**config.mk**
```make
export PLATFORM = sky130hd
export DESIGN_NAME = lsu_dccm_ctrl
export DESIGN_NICKNAME = d
export VERILOG_FILES = /design/src/rtl/lsu_dccm_ctrl.sv
export SDC_FILE = /design/constraint.sdc
export NUM_CORES = 1
export LEC_CHECK = 0
export BUFFER_PORTS_ARGS = -buffer_cell sky130_fd_sc_hd__buf_4
export CORE_ASPECT_RATIO = 0.7
export CORE_MARGIN = 2
export CORE_UTILIZATION = 33
export DETAILED_ROUTE_END_ITERATION = 7
export PLACE_DENSITY = 0.59
export RECOVER_POWER = 50
export SYNTH_ARGS = -nofsm -noshare
export SYNTH_HDL_FRONTEND = slang
export SYNTH_SLANG_ARGS = --single-unit
export TNS_END_PERCENT = 100
```
**constraint.sdc**
```tcl
create_clock -name clk -period 10.65 [get_ports clk]
set_input_delay 2.13 -clock clk [delete_from_list [all_inputs] [get_ports clk]]
set_output_delay 2.13 -clock clk [all_outputs]
set_load 0.1 [all_outputs]
```
**src/rtl/lsu_dccm_ctrl.sv**
```systemverilog
// Load/store front end for the DCCM: checks one request at a time, issues a
// single DCCM access, and returns an extended load result or an error response.
module lsu_dccm_ctrl #(
  parameter logic [31:0] DCCM_BASE      = 32'h0001_0000,
  parameter int unsigned DCCM_SIZE_LOG2 = 16
) (
  input  logic        clk,
  input  logic        rst,
  input  logic        req_valid,
  output logic        req_ready,
  input  logic        req_we,
  input  logic [31:0] req_addr,
  input  logic [31:0] req_wdata,
  input  logic [1:0]  req_size,
  input  logic        req_unsigned,
  output logic        rsp_valid,
  input  logic        rsp_ready,
  output logic [31:0] rsp_rdata,
  output logic        rsp_err,
  output logic        dccm_wr_en,
  output logic        dccm_rd_en,
  output logic [31:0] dccm_wr_addr,
  output logic [31:0] dccm_rd_addr,
  output logic [31:0] dccm_wr_data,
  output logic [1:0]  store_type,
  output logic [1:0]  store_offset,
  input  logic [31:0] dccm_rd_data
);

  typedef enum logic [1:0] {
    IDLE    = 2'd0,
    ACCESS  = 2'd1,
    WAIT_RD = 2'd2,
    RESP    = 2'd3
  } state_e;

  localparam logic [32:0] WIN_BYTES = 33'd1 << DCCM_SIZE_LOG2;

  state_e      state_q, state_d;
  logic        we_q, we_d;
  logic [31:0] addr_q, addr_d;
  logic [31:0] wdata_q, wdata_d;
  logic [1:0]  size_q, size_d;
  logic        unsigned_q, unsigned_d;
  logic [31:0] rdata_q, rdata_d;
  logic        err_q, err_d;

  logic [31:0] win_off;
  logic        out_of_win;
  logic        misaligned;
  logic        req_err;
  logic [7:0]  ld_byte;
  logic [15:0] ld_half;
  logic [31:0] ld_ext;

  // Window check is one unsigned compare, so addresses below the base wrap
  // to huge offsets and are rejected as well.
  always_comb begin
    win_off    = req_addr - DCCM_BASE;
    out_of_win = ({1'b0, win_off} >= WIN_BYTES);
    misaligned = (req_size == 2'd3)
               | ((req_size == 2'd1) & req_addr[0])
               | ((req_size == 2'd2) & (req_addr[1:0] != 2'b00));
    req_err    = out_of_win | misaligned;
  end

  always_comb begin
    case (addr_q[1:0])
      2'd0:    ld_byte = dccm_rd_data[7:0];
      2'd1:    ld_byte = dccm_rd_data[15:8];
      2'd2:    ld_byte = dccm_rd_data[23:16];
      default: ld_byte = dccm_rd_data[31:24];
    endcase
    ld_half = addr_q[1] ? dccm_rd_data[31:16] : dccm_rd_data[15:0];
    case (size_q)
      2'd0:    ld_ext = unsigned_q ? {24'd0, ld_byte} : {{24{ld_byte[7]}}, ld_byte};
      2'd1:    ld_ext = unsigned_q ? {16'd0, ld_half} : {{16{ld_half[15]}}, ld_half};
      default: ld_ext = dccm_rd_data;
    endcase
  end

  // rdata/err only change on the edge that enters RESP and hold otherwise.
  always_comb begin
    state_d    = state_q;
    we_d       = we_q;
    addr_d     = addr_q;
    wdata_d    = wdata_q;
    size_d     = size_q;
    unsigned_d = unsigned_q;
    rdata_d    = rdata_q;
    err_d      = err_q;
    case (state_q)
      IDLE: begin
        if (req_valid) begin
          we_d       = req_we;
          addr_d     = req_addr;
          wdata_d    = req_wdata;
          size_d     = req_size;
          unsigned_d = req_unsigned;
          if (req_err) begin
            state_d = RESP;
            err_d   = 1'b1;
            rdata_d = 32'd0;
          end else begin
            state_d = ACCESS;
          end
        end
      end
      ACCESS: begin
        if (we_q) begin
          state_d = RESP;
          err_d   = 1'b0;
          rdata_d = 32'd0;
        end else begin
          state_d = WAIT_RD;
        end
      end
      WAIT_RD: begin
        state_d = RESP;
        err_d   = 1'b0;
        rdata_d = ld_ext;
      end
      RESP: begin
        if (rsp_ready) begin
          state_d = IDLE;
        end
      end
      default: state_d = IDLE;
    endcase
  end

  always_ff @(posedge clk or posedge rst) begin
    if (rst) begin
      state_q    <= IDLE;
      we_q       <= 1'b0;
      addr_q     <= 32'd0;
      wdata_q    <= 32'd0;
      size_q     <= 2'd0;
      unsigned_q <= 1'b0;
      rdata_q    <= 32'd0;
      err_q      <= 1'b0;
    end else begin
      state_q    <= state_d;
      we_q       <= we_d;
      addr_q     <= addr_d;
      wdata_q    <= wdata_d;
      size_q     <= size_d;
      unsigned_q <= unsigned_d;
      rdata_q    <= rdata_d;
      err_q      <= err_d;
    end
  end

  // Strobes come from the state register alone so reset kills them at once.
  assign req_ready    = (state_q == IDLE);
  assign rsp_valid    = (state_q == RESP);
  assign rsp_rdata    = rdata_q;
  assign rsp_err      = err_q;
  assign dccm_wr_en   = (state_q == ACCESS) & we_q;
  assign dccm_rd_en   = (state_q == ACCESS) & ~we_q;
  assign dccm_wr_addr = {addr_q[31:2], 2'b00};
  assign dccm_rd_addr = {addr_q[31:2], 2'b00};
  assign dccm_wr_data = wdata_q;
  assign store_type   = size_q;
  assign store_offset = addr_q[1:0];

endmodule

```
* Word level (Yosys, flattened, before mapping)
Index checks and enable logic that the tools add are counted.
** Word-level totals
- Output and inout port bits :: 137
- Input bits :: 104
- Bits in registers :: 103
** Operators by class
- Add/subtract/negate cells :: 1
- Equal/unequal tests :: 13
- Reduce and logical (&&, ||, !) cells :: 8
- Muxes and demuxes :: 18
- Order comparisons :: 1
- Bitwise gates (word level) :: 8
** Operators by type and width (count)
- 32-bit 2-to-1 mux :: 5
- 32-bit one-hot mux with 3 select lines :: 1
- 32-bit one-hot mux with 2 select lines :: 1
- 32-bit by 17-bit >= comparator with 1-bit output (second input constant) :: 1
- 32-bit by 17-bit subtractor with 32-bit output (second input constant) :: 1
- 8-bit one-hot mux with 3 select lines :: 1
- 16-bit 2-to-1 mux :: 1
- 2-bit equality test (second input constant) :: 5
- 2-bit by 1-bit equality test with 1-bit output (second input constant) :: 4
- 2-bit one-hot mux with 4 select lines :: 1
- 2-bit logical NOT :: 3
- 2-bit 2-to-1 mux :: 3
- 1-bit AND :: 4
- 1-bit 2-to-1 mux :: 4
- 2-bit by 1-bit != test with 1-bit output (second input constant) :: 2
- 2-bit != test (second input constant) :: 2
- 2-bit AND reduction :: 2
- 4-bit AND reduction :: 1
- 1-bit OR :: 3
- 1-bit one-hot mux with 3 select lines :: 1
- 3-bit nonzero test :: 1
- 2-bit nonzero test :: 1
- 1-bit NOT :: 1

* Logic depth before layout (Yosys ltp)
Gate-level depths: netlist of the first run.
- Word-level depth :: 8
- Mapped depth :: 9

* Worst setup path after synthesis of the first run
Ideal clock, no wire load.
- Path kind :: register to output
- Start :: reg state_q[1]
- End :: out dccm_rd_en
- Data arrival time :: 2004 ps
- Data required time :: 8520 ps
- Stages on the path, launching flop included :: 4
- Buffers on the path :: 0
- Setup slack :: 6516 ps
- Cells stage by stage :: dfrtp_1 inv_1 ha_1 nor2b_1
** Between the ends
- Cells in the longest elaborated chain, start to end :: 2
** RTL lines
- start, declared :: line 39 : state_e state_q, state_d;
- start signal, assigned :: line 143 : state_q <= state_d;
- 2-bit by 1-bit equality test with 1-bit output :: line 160 : assign dccm_rd_en = (state_q == ACCESS) & ~we_q;
- 1-bit AND :: line 160
- end, declared :: line 21 : output logic dccm_rd_en,
Every way passes these cells.

* Worst setup path in the final report of the first run
- Start :: in req_valid
- End :: reg wdata_q[13] (netlist: dccm_wr_data[13])
** Between the ends
- Cells in the longest elaborated chain, start to end :: 1
** RTL lines
- start, declared :: line 9 : input logic req_valid,
- 2-bit AND reduction (no source line)
- end signal, assigned :: line 146 : wdata_q <= wdata_d;
- end, declared :: line 42 : logic [31:0] wdata_q, wdata_d;
Every way passes these cells.
A chain may end at the register's enable or synchronous reset.

==> impl_summary.md, run 1 <==
Outcome
The run finished, with violations left. The checks that failed: capacitance limit, slew limit.

STA
The final hold violation count came to 0. Setup violations remaining at the end of the flow were counted as 0. The max-slew violation count was 117. The clock tree skew after final layout is 0.01330 ns. The normalized max-slew margin is -0.8350. Setup repair after global routing left no endpoint under its margin. The final critical delay including setup and external delays is 4.501 ns. The slew at the pin closest to its max-slew limit is 2.746 ns. Adding up every negative setup slack in the final design gives 0 ns.

For this run, the top clock speed supported by timing is 222.2 MHz. In the finished design, the share of the clock period the worst path needs comes to 0.4227.

Detailed routing
Signal routing reaches up to met4. The first-iteration detailed-routing DRC count is 323. The number of vias per cell is 4.823.

The post-detailed-route DRC marker count is 0. The overall via count from detail_route is 3892. The met2 layer wire length in the routed design is 6.527 mm. Before antenna repair, the detailed router went through 4 iterations.

The final layout contains routed wiring with a total length of 13.97 mm. The post-route met1 wirelength is 6.062 mm. The remaining number of nets flagged by the antenna check after routing is 0. The routed length per placed instance is 17.31 µm. The routed design uses 1.198 mm of met3 wire.

Min path
The hold-critical path endpoint is rsp_rdata[26]$_DFFE_PP0P_. The hold path depth is 1. The startpoint identified for the worst hold timing path is rsp_rdata[26]$_DFFE_PP0P_. The path class of the tightest hold or removal check is flip-flop to flip-flop.

Yosys
The post-synthesis xor/xnor area fraction is 0.001756. For this run, the register share of the synthesized area comes to 0.5167. The synthesized-area fraction occupied by ao, oa, aoi and oai cells is 0.1171. In this run, synthesis produced a sequential element count of 103. For this run, asynchronously set or reset flops after synthesis account for 1.000. The number of warnings reported in the yosys synthesis log is 0.

The simple-gate share of the synthesized area is 0.07173. The cell area after synthesis is 4989 µm². Of the post-synthesis cell area, the part taken by muxes is 0.1986. The count of mapped cells out of synthesis is 414. The adder-cell share of the synthesized area is 0.01003. A synthesized cell averages 12.05 µm². The number of distinct library cells after synthesis is 44. By area, the combinational part of the netlist is dominated by multiplexers. Among all flip-flop cells after synthesis, the most frequent one is dfrtp_1. Counting flops with a built-in enable in the synthesized netlist gives 0.

Worst setup path
The signal on the critical path passes through clkbuf_1, nand2_1, mux2_2. In this design, the stage delay of the slowest critical-path cell is 1.93 ns. The largest driver fanout on the critical path is 68. The required time at the endpoint of the critical path is 10.85 ns. STA classifies the critical path endpoint as a flip-flop. The slowest stage of the critical path is the nand2_1 cell. The count of cells along the worst register-to-register path is 4. The worst register-to-register path has a setup slack of 7.08 ns. The worst register-to-register path begins at state_q[1]$_DFFE_PP0P_. Data on the critical path arrives at its endpoint at 4.70 ns. The critical path in this run is classified as primary input to flip-flop.

The startpoint kind of the worst setup timing path is a primary input. The worst register-to-register path ends at dccm_wr_data[13]$_DFFE_PP0P_.

CTS
The buffer type at the clock tree root is clkbuf_16. The clock buffer count from CTS is 9. Post-CTS timing repair inserted 0 buffers for setup.

The H-tree depth is 3. Clock-pin slew was measured on the worst setup and hold paths at 0.07 ns. The maximum root-to-sink buffer count is 2.

The insertion delay of the later-clocked pin in the worst-skew pair is 0.34 ns. Post-CTS repair changed the size of 0 cells. TritonCTS built the clock tree. The number of clock sinks is 103. The total of hold buffers inserted after clock tree synthesis is 0.

Floorplan
The count of standard-cell rows is 37. The floorplan step defined a die boundary enclosing 16130 µm². The die height is 106.9 µm.

For this configuration, the core starts out at a cell density of 0.3389. The number of placed I/O pins is 241. The die is 151.0 µm wide. The core area is 14720 µm².

GRT
The global-route total usage across every layer is 0.1685. The wire length of the first global-routing pass is 21.09 mm. The largest net degree at the start of global routing is 69. The number of global-route vias before repair is 3898.

Summed over all layers, the global routing overflow is 0. The initial antenna violation count is 0.

Cells and area
Of the cells placed in the final design, the portion with a size suffix greater than 1 is 0.4167. At the end of the flow, the number of nets in the layout was 716. The number of filler instances in the final layout is 1467.

Compared with the post-synthesis result, the final layout area differs by 33.23%. The number of antenna diodes in the final layout is 0.

Placed design
The final HPWL from detailed placement is 10.46 mm. The final weighted congestion of routability-driven global placement is 0.8825. Input and output buffers added on the ports amount to 236.

Job
The max-cap violation count is 2.
cells in the final DEF, fill, tap and decap left out, types with 2 or more instances in the layout:
cell type	synthesis	routed
a32o_1	16	16
dfrtp_1	103	103
a311o_1	7	7
ha_1	4	4
buf_4	34	154
and3_1	7	7
nand2_1	43	43
a21oi_1	18	18
mux2_1	5	5
nand4_1	2	2
bufinv_16	0	2
mux2_2	79	79
o31ai_1	2	2
clkbuf_1	6	84
o2bb2ai_1	7	7
conb_1	1	4
mux2i_1	3	3
clkbuf_16	0	9
o21ai_0	10	10
a22o_1	7	7
nor2_1	8	8
and2_1	2	2
o22ai_1	3	3
inv_1	7	6
nor3_1	3	3
nor2b_1	3	3
synth_stat cells, types with 2 or more instances:
library cell	count	area share
a21oi_1	18	0.018
a22o_1	7	0.012
a311o_1	7	0.014
a32o_1	16	0.032
and2_1	2	0.0025
and3_1	7	0.0088
buf_1	9	0.0068
buf_2	5	0.0050
buf_4	34	0.051
buf_6	3	0.0068
clkbuf_1	6	0.0045
dfrtp_1	103	0.52
ha_1	4	0.010
inv_1	7	0.0053
mux2_1	5	0.011
mux2_2	79	0.18
mux2i_1	3	0.0060
nand2_1	43	0.032
nand4_1	2	0.0025
nor2_1	8	0.0060
nor2b_1	3	0.0038
nor3_1	3	0.0030
o21ai_0	10	0.010
o22ai_1	3	0.0038
o2bb2ai_1	7	0.012
o31ai_1	2	0.0030
critical path: cells and delay by family:
kind | cells | cell delay, ns
mux | 1 | 0.47
simple gates | 1 | 1.93
buf+inv | 1 | 0.09
kinds of logic after synthesis:
kind of cell             Yosys count
AND/OR/NAND/NOR                   75
multiplexers                      88
other                              1
buffers and inverters             66
XOR/XNOR                           1
flip-flops                       103
adder cells (fa/ha/maj)            4
AO/OA/AOI/OAI                     76
stage by stage:
stage / std cells / util / setup slack, ns / hold slack [ns] / cell area (µm²)
global placement: 792 / 0.4521 / 6.137 / 0.4796 / 6655
detailed placement: 792 / 0.4521 / 6.086 / 0.4851 / 6655
global route: 807 / 0.4515 / 5.862 / 0.5101 / 6646
CTS: 807 / 0.4732 / 6.439 / 0.5005 / 6967
floorplan: 417 / - / 5.816 / 0.4949 / 5000
finish: 807 / 0.4515 / 6.149 / 0.4936 / 6646
flip-flops by register name (all words and copies together) (netlist names):
signal and flops:
state_q 2, addr_q 32, store_type 2, rsp_rdata 32, rsp_err 1, dccm_wr_data 32
we_q 1, unsigned_q 1
layout make-up:
class                   count  area (µm²)  area share
flip-flops and latches    103        2577      0.3878
multi-input cells         248        2007      0.3020
clock buffers              10       229.0     0.03445
repair buffers            238        1475      0.2219
inverters                   8       31.28    0.004706
clock inverters             5       82.58     0.01242
well taps                 195       244.0     0.03671
per-layer routing:
metal,vias up,track usage
met1,1887,0.2257
met3,16,0.05277
li1,1833,-
met2,156,0.2685
met4,0,0.03738
met5,-,0
worst max-delay path by stage:
stage	depth (start not counted)	endpoint	start
finish	3	dccm_wr_data[13]$_DFFE_PP0P_	req_valid
floorplan	1	addr_q[0]$_DFFE_PP0P_	rst
global route	3	dccm_wr_data[18]$_DFFE_PP0P_	req_valid
global placement	6	rsp_rdata[11]$_DFFE_PP0P_	req_addr[30]
detailed placement	6	rsp_rdata[2]$_DFFE_PP0P_	req_addr[30]
CTS	6	rsp_rdata[13]$_DFFE_PP0P_	req_addr[30]
Power of run 1 is not shown: default switching activity piles up to over one toggle a cycle in this logic, so the estimate is an artifact.
==> inputs of run 2 (changes only) <==
==> constraint.sdc (replaced) <==
create_clock -name clk -period 4.3 [get_ports clk]
set_input_delay 0.86 -clock clk [delete_from_list [all_inputs] [get_ports clk]]
set_output_delay 0.86 -clock clk [all_outputs]
set_load 0.1 [all_outputs]
==> run 2 against run 1 <==
Against the previous run:
- the run still ends with capacitance limit, slew limit left
- global-route usage increased by 0.67 points
- via count is 0.87% higher
- utilization rose by 0.53 points
==> impl_summary.md, run 2 (synthesis gave the netlist of run 1 again) <==
STA
The post-route worst hold slack is 0.4979 ns. The post-route clock period utilization is 0.7089. Headroom to the max-slew limit came out at -0.1718. For the pin with the worst max-slew slack, the measured transition is 1.758 ns.

The number of endpoints failing setup at the final stage is 0. Setup repair after global routing left no endpoint under its margin. The max-slew violation count is 84.

The maximum clock frequency is 328.0 MHz. The final critical-path setup slack is 1.252 ns. Between clock sinks in the finished design, the worst skew comes to 0.007288 ns.

The final hold violation count is 0. Setup total negative slack on the finished layout was measured at 0 ns. Counting I/O delays and the setup requirement, the final critical path takes 3.048 ns.

CTS
TritonCTS created 9 clock buffers. The buffer type at the clock tree root is clkbuf_16. The buffers inserted during post-CTS setup optimization is 0. Buffers inserted to repair hold after CTS numbered 0. The H-tree depth is 3.

The maximum root-to-sink buffer count is 2. The number of clock sinks is 103. Post-CTS repair changed the size of 0 cells. The TritonCTS clock tree is built. The clock reaches the later pin of the worst-skew pair after 0.35 ns. Clock-pin slew was measured on the worst setup and hold paths at 0.07 ns.

Min path
The type of the most critical hold path is flip-flop to flip-flop.

Cells and area
The number of filler instances in the final layout is 1424. The fraction of layout instances using a drive strength above 1 is 0.4437. The most common cell after layout, fill and taps aside is buf_4. The number of nets in the final layout is 716.

The repair_antennas step left the layout with diodes totalling 0. The area growth from synthesis to final layout is 34.79%. After routing the design area is 6724 µm².

In the layout the commonest cells are buf_4 (170), dfrtp_1 (103), mux2_2 (79).

Placed design
Routability-driven placement finished with a final weighted congestion of 0.8453. The final HPWL from detailed placement is 10.69 mm. The worst slack at placement is 1.194 ns. After detailed placement, the total cell area comes to 6655 µm². The count of buffers added on input and output ports is 236.

Floorplan
The die is 106.9 µm tall. The core area is 14720 µm². The total die area is 16130 µm².

The initial utilization of the core area, before any placement, comes to 0.3389. The number of placed I/O pins is 241. The die is 151.0 µm wide. The count of standard-cell rows is 37.

Outcome
The run finished, with violations left. The final reports fail on capacitance limit, slew limit.

GRT
The first global-routing pass estimated 21.51 mm of wire. Entering global routing, the biggest net connects 84 pins. For this run, the total global-route usage over all layers was measured as 0.1751. The initial antenna violation count is 0. Global routing finished with a remaining overflow of 0.

The number of global-route vias before repair came to 3882.

Detailed routing
Before antenna repair, the detailed router went through 5 iterations. The first routing iteration left 314 violations. After detailed routing, the number of remaining DRC violations is 0.

Dividing the detail-routed wire length by the instance count gives 17.58 µm. The number of vias per cell is 4.859. The routed wire length is 14.21 mm.

The count of nets left with antenna violations once routing finished came out at 0. The overall via count from detail_route is 3926.

Worst setup path
Walking the worst path, the cells encountered are inv_1, ha_1, nor4b_1, and4b_2, nand4_1, o21ai_4, buf_4, a32o_1. The delay of the slowest critical-path stage is 0.59 ns. The endpoint kind of the worst setup timing path is a flip-flop. At the worst endpoint, the required time is 4.58 ns.

STA classifies the critical path startpoint as a flip-flop. The library cell contributing the largest single delay on the critical path is o21ai_4. The data arrival time of the critical path is 3.32 ns. The worst setup path is of the flip-flop to flip-flop kind. Of all nets on the critical path, the largest fanout is 18.

Job
Across the run, the number of max-cap violations was 1.
## run 2: cell types whose count changed in the layout (fill, tap and decap cells not counted), sizes merged
cell	change
buf	+16
clkbuf	-14
clkinv	-2
inv	+1
## run 2: stage by stage
| step | std cells | utilization |
|---|---|---|
| after floorplan | 417 | - |
| after global placement | 792 | 0.4521 |
| after detailed placement | 792 | 0.4521 |
| after CTS | 808 | 0.4740 |
| after global routing | 808 | 0.4567 |
| final | 808 | 0.4567 |
## run 2: layout make-up
type | count | area, µm² | share of cell area
clock buffers | 12 | 246.5 | 0.03666
clock inverters | 4 | 76.32 | 0.01135
inverters | 8 | 30.03 | 0.004466
multi-input cells | 248 | 2014 | 0.2996
flip-flops and latches | 103 | 2577 | 0.3833
well taps | 195 | 244.0 | 0.03629
repair buffers | 238 | 1535 | 0.2283
## run 2: per-layer routing
| metal | GRT usage | up-vias | wire length [µm] |
|---|---|---|---|
| li1 | - | 1829 | - |
| met5 | 0 | - | 0 |
| met2 | 0.2679 | 180 | 6519 |
| met1 | 0.2344 | 1892 | 6143 |
| met3 | 0.06128 | 25 | 1292 |
| met4 | 0.05274 | 0 | 248 |
## run 2: worst paths after layout
check,startpoint,cells after the start,slack [ns],end
worst max-delay path,state_q[0]$_DFFE_PP0P_,8,1.25,rsp_rdata[31]$_DFFE_PP0P_
worst min-delay path,rsp_rdata[21]$_DFFE_PP0P_,1,0.50,rsp_rdata[21]$_DFFE_PP0P_
worst max register to register,state_q[0]$_DFFE_PP0P_,8,1.25,rsp_rdata[31]$_DFFE_PP0P_
worst min register to register,rsp_rdata[21]$_DFFE_PP0P_,1,0.50,rsp_rdata[21]$_DFFE_PP0P_
max in group asynchronous,rst,3,1.41,rsp_rdata[17]$_DFFE_PP0P_
min in group asynchronous,rst,2,1.06,dccm_wr_data[27]$_DFFE_PP0P_
## run 2: critical path: cells and delay by family, from the launching register on
kind | cells | cell delay, ns
and+or+nand+nor | 3 | 0.97
AOI/OAI and AO/OA | 2 | 0.75
DFF | 1 | 0.43
adders and majority gates | 1 | 0.39
buffers and inverters | 2 | 0.44
Power of run 2 is left out for the same reason.
==> inputs of run 3 (changes only) <==
==> constraint.sdc (replaced) <==
create_clock -name clk -period 3.1 [get_ports clk]
set_input_delay 0.62 -clock clk [delete_from_list [all_inputs] [get_ports clk]]
set_output_delay 0.62 -clock clk [all_outputs]
set_load 0.1 [all_outputs]
==> run 3 against run 2 <==
Against the previous run:
- the run now ends clean
- flip-flop and latch count unchanged
- sequential share of layout area is 0.18 points lower
- utilization up 0.21 points
- cell count is 0.50% higher
- clock-buffer cell count shrank 3
- die area is the same
- clock skew increased by 0.0024 ns
- critical path depth unchanged
- non-clock buffer count rose by 4
- first-iteration DRC count fell by 45%
- fmax grew 17%
- routed wire length down 2.3%
- critical path type unchanged
==> impl_summary.md, run 3 (synthesis gave the netlist of run 1 again) <==
Outcome
The flow ran to the end, and the final reports show no timing, DRC or antenna violations.

STA
The final critical delay including setup and external delays is 2.606 ns. The post-route clock period utilization is 0.8406. Derived from the worst setup path, the maximum achievable clock frequency is 383.7 MHz. Setup repair after global routing left no endpoint under its margin. The max-slew violation count is 0. The final hold violation count is 0.

The normalized max-slew margin is 0.1203. For the pin with the worst max-slew slack, the measured transition is 1.320 ns. The clock tree skew after final layout is 0.009650 ns.

The number of endpoints failing setup at the final stage is 0. In the final timing run, aggregate negative setup slack is 0 ns.

Worst setup path
For this run, the slowest stage of the critical path takes 0.43 ns. At the worst endpoint, the arrival time is 2.83 ns. The required time at the endpoint of the critical path is 3.32 ns. By startpoint and endpoint, the worst setup path is classified as flip-flop to flip-flop. Traced cell by cell, the critical path runs through inv_1, ha_1, nor4b_1, and4b_2, nand4_1, o21ai_4, buf_4, mux2_2. The worst register-to-register path ends at rsp_rdata[12]$_DFFE_PP0P_. STA classifies the critical path startpoint as a flip-flop. The count of cells along the worst register-to-register path is 8.

Along the worst path, the maximum fanout reaches 19. The launch point of the critical path is state_q[1]$_DFFE_PP0P_. The source of the worst register-to-register timing path is state_q[1]$_DFFE_PP0P_. For flop-to-flop paths, the worst setup slack is 0.49 ns.

The worst setup path is captured at a flip-flop. The library cell contributing the largest single delay on the critical path is dfrtp_1.

Detailed routing
The routed wire length is 13.88 mm. The overall via count from detail_route is 3969. The count of nets left with antenna violations once routing finished came out at 0. The post-detailed-route DRC marker count is 0. The first-pass detailed-route iteration total is 5. The first-iteration detailed-routing DRC count is 173. Dividing the detail-routed wire length by the instance count gives 17.10 µm. Dividing the detail-routed via count by the number of cells gives 4.888.

GRT
The first global-routing pass estimated 21.11 mm of wire. The global-route total usage across every layer is 0.1693. The initial antenna violation count is 0. Entering global routing, the biggest net connects 68 pins. The number of global-route vias before repair is 3979. Summed over all layers, the global routing overflow is 0.

Cells and area
The area growth from synthesis to final layout is 35.42%. The number of nets in the final layout is 720. The library cell used most frequently in the layout, excluding fill and tap cells, is buf_4. The fraction of layout instances using a drive strength above 1 is 0.4538.

The top cell types in the final layout, fill and taps aside, are buf_4 (173), dfrtp_1 (103), mux2_2 (79). The number of antenna cells inserted is 0.

Floorplan
The floorplan step set the die height to 106.9 µm. The die boundary width is 151.0 µm. The total area inside the core boundary comes to 14720 µm². 241 I/O pins were placed. The total die area is 16130 µm².

For this configuration, the core starts out at a cell density of 0.3389. In this run the core area contains 37 standard-cell rows.

CTS
After clock tree synthesis, the clock-pin slew on the worst setup and hold paths is 0.08 ns. Clock tree synthesis found a total of 103 sinks. The H-tree depth is 3. The insertion delay of the later-clocked pin in the worst-skew pair is 0.35 ns. The longest clock path from root to sink contains 2 buffers. TritonCTS built the clock tree. The number of gates resized after cts is 0.

The buffer type at the clock tree root is clkbuf_16. The total of hold buffers inserted after clock tree synthesis is 0. TritonCTS created 9 clock buffers.

Buffers added to address setup during post-CTS repair amount to 0.

Placed design
The count of input and output buffers is 236. The final weighted congestion of routability-driven global placement is 0.9229. Detailed placement ended at an HPWL of 10.73 mm.

Min path
In this run the worst hold path is classified as primary input to async pin.

Job
Max-cap violations in this run came to 0.
run 3: cell type report:
type                       instances  area [µm²]
sequential                       103        2577
timing repair buffer             242        1580
fill                            1410        7966
inverter                           8       31.28
clock buffer                       9       225.2
clock inverter                     7       87.58
multi-input combinational        248        2009
tap                              195       244.0
run 3: how the worst max path moves through the flow:
stage                                            to  slack (ns)  depth (start not counted)
after floorplan           rsp_rdata[10]$_DFFE_PP0P_        0.22                          8
after global placement    rsp_rdata[14]$_DFFE_PP0P_        0.54                          8
after detailed placement   rsp_rdata[8]$_DFFE_PP0P_        0.51                          8
after CTS                 rsp_rdata[11]$_DFFE_PP0P_        0.49                          8
after global routing      rsp_rdata[20]$_DFFE_PP0P_        0.30                          9
final                     rsp_rdata[12]$_DFFE_PP0P_        0.49                          8
run 3: metrics by stage:
step / cell area, µm² / hold slack [ns] / setup slack [ns] / instances / util
floorplan: 5006 / 0.4969 / 0.2177 / 417 / -
CTS: 7022 / 0.2671 / 0.4916 / 812 / 0.4770
finish: 6755 / 0.3630 / 0.4940 / 812 / 0.4589
global placement: 6709 / 0.4788 / 0.5445 / 796 / 0.4557
detailed placement: 6709 / 0.4832 / 0.5102 / 796 / 0.4557
global route: 6755 / 0.4201 / 0.3047 / 812 / 0.4589
run 3: layer usage:
metal	track usage	vias to the layer above	wire length, µm
li1	-	1849	-
met1	0.2192	1923	5976
met2	0.2669	181	6372
met3	0.06298	16	1331
met4	0.04673	0	201
met5	0	-	0
run 3: worst max-delay path: cells and delay by family (launching register included):
family | cells | cell delay (ns)
buffers and inverters | 2 | 0.40
muxes | 1 | 0.37
adders and majority gates | 1 | 0.30
DFF | 1 | 0.43
AOI/OAI and AO/OA | 1 | 0.17
and+or+nand+nor | 3 | 0.81
Power of run 3 is left out for the same reason.
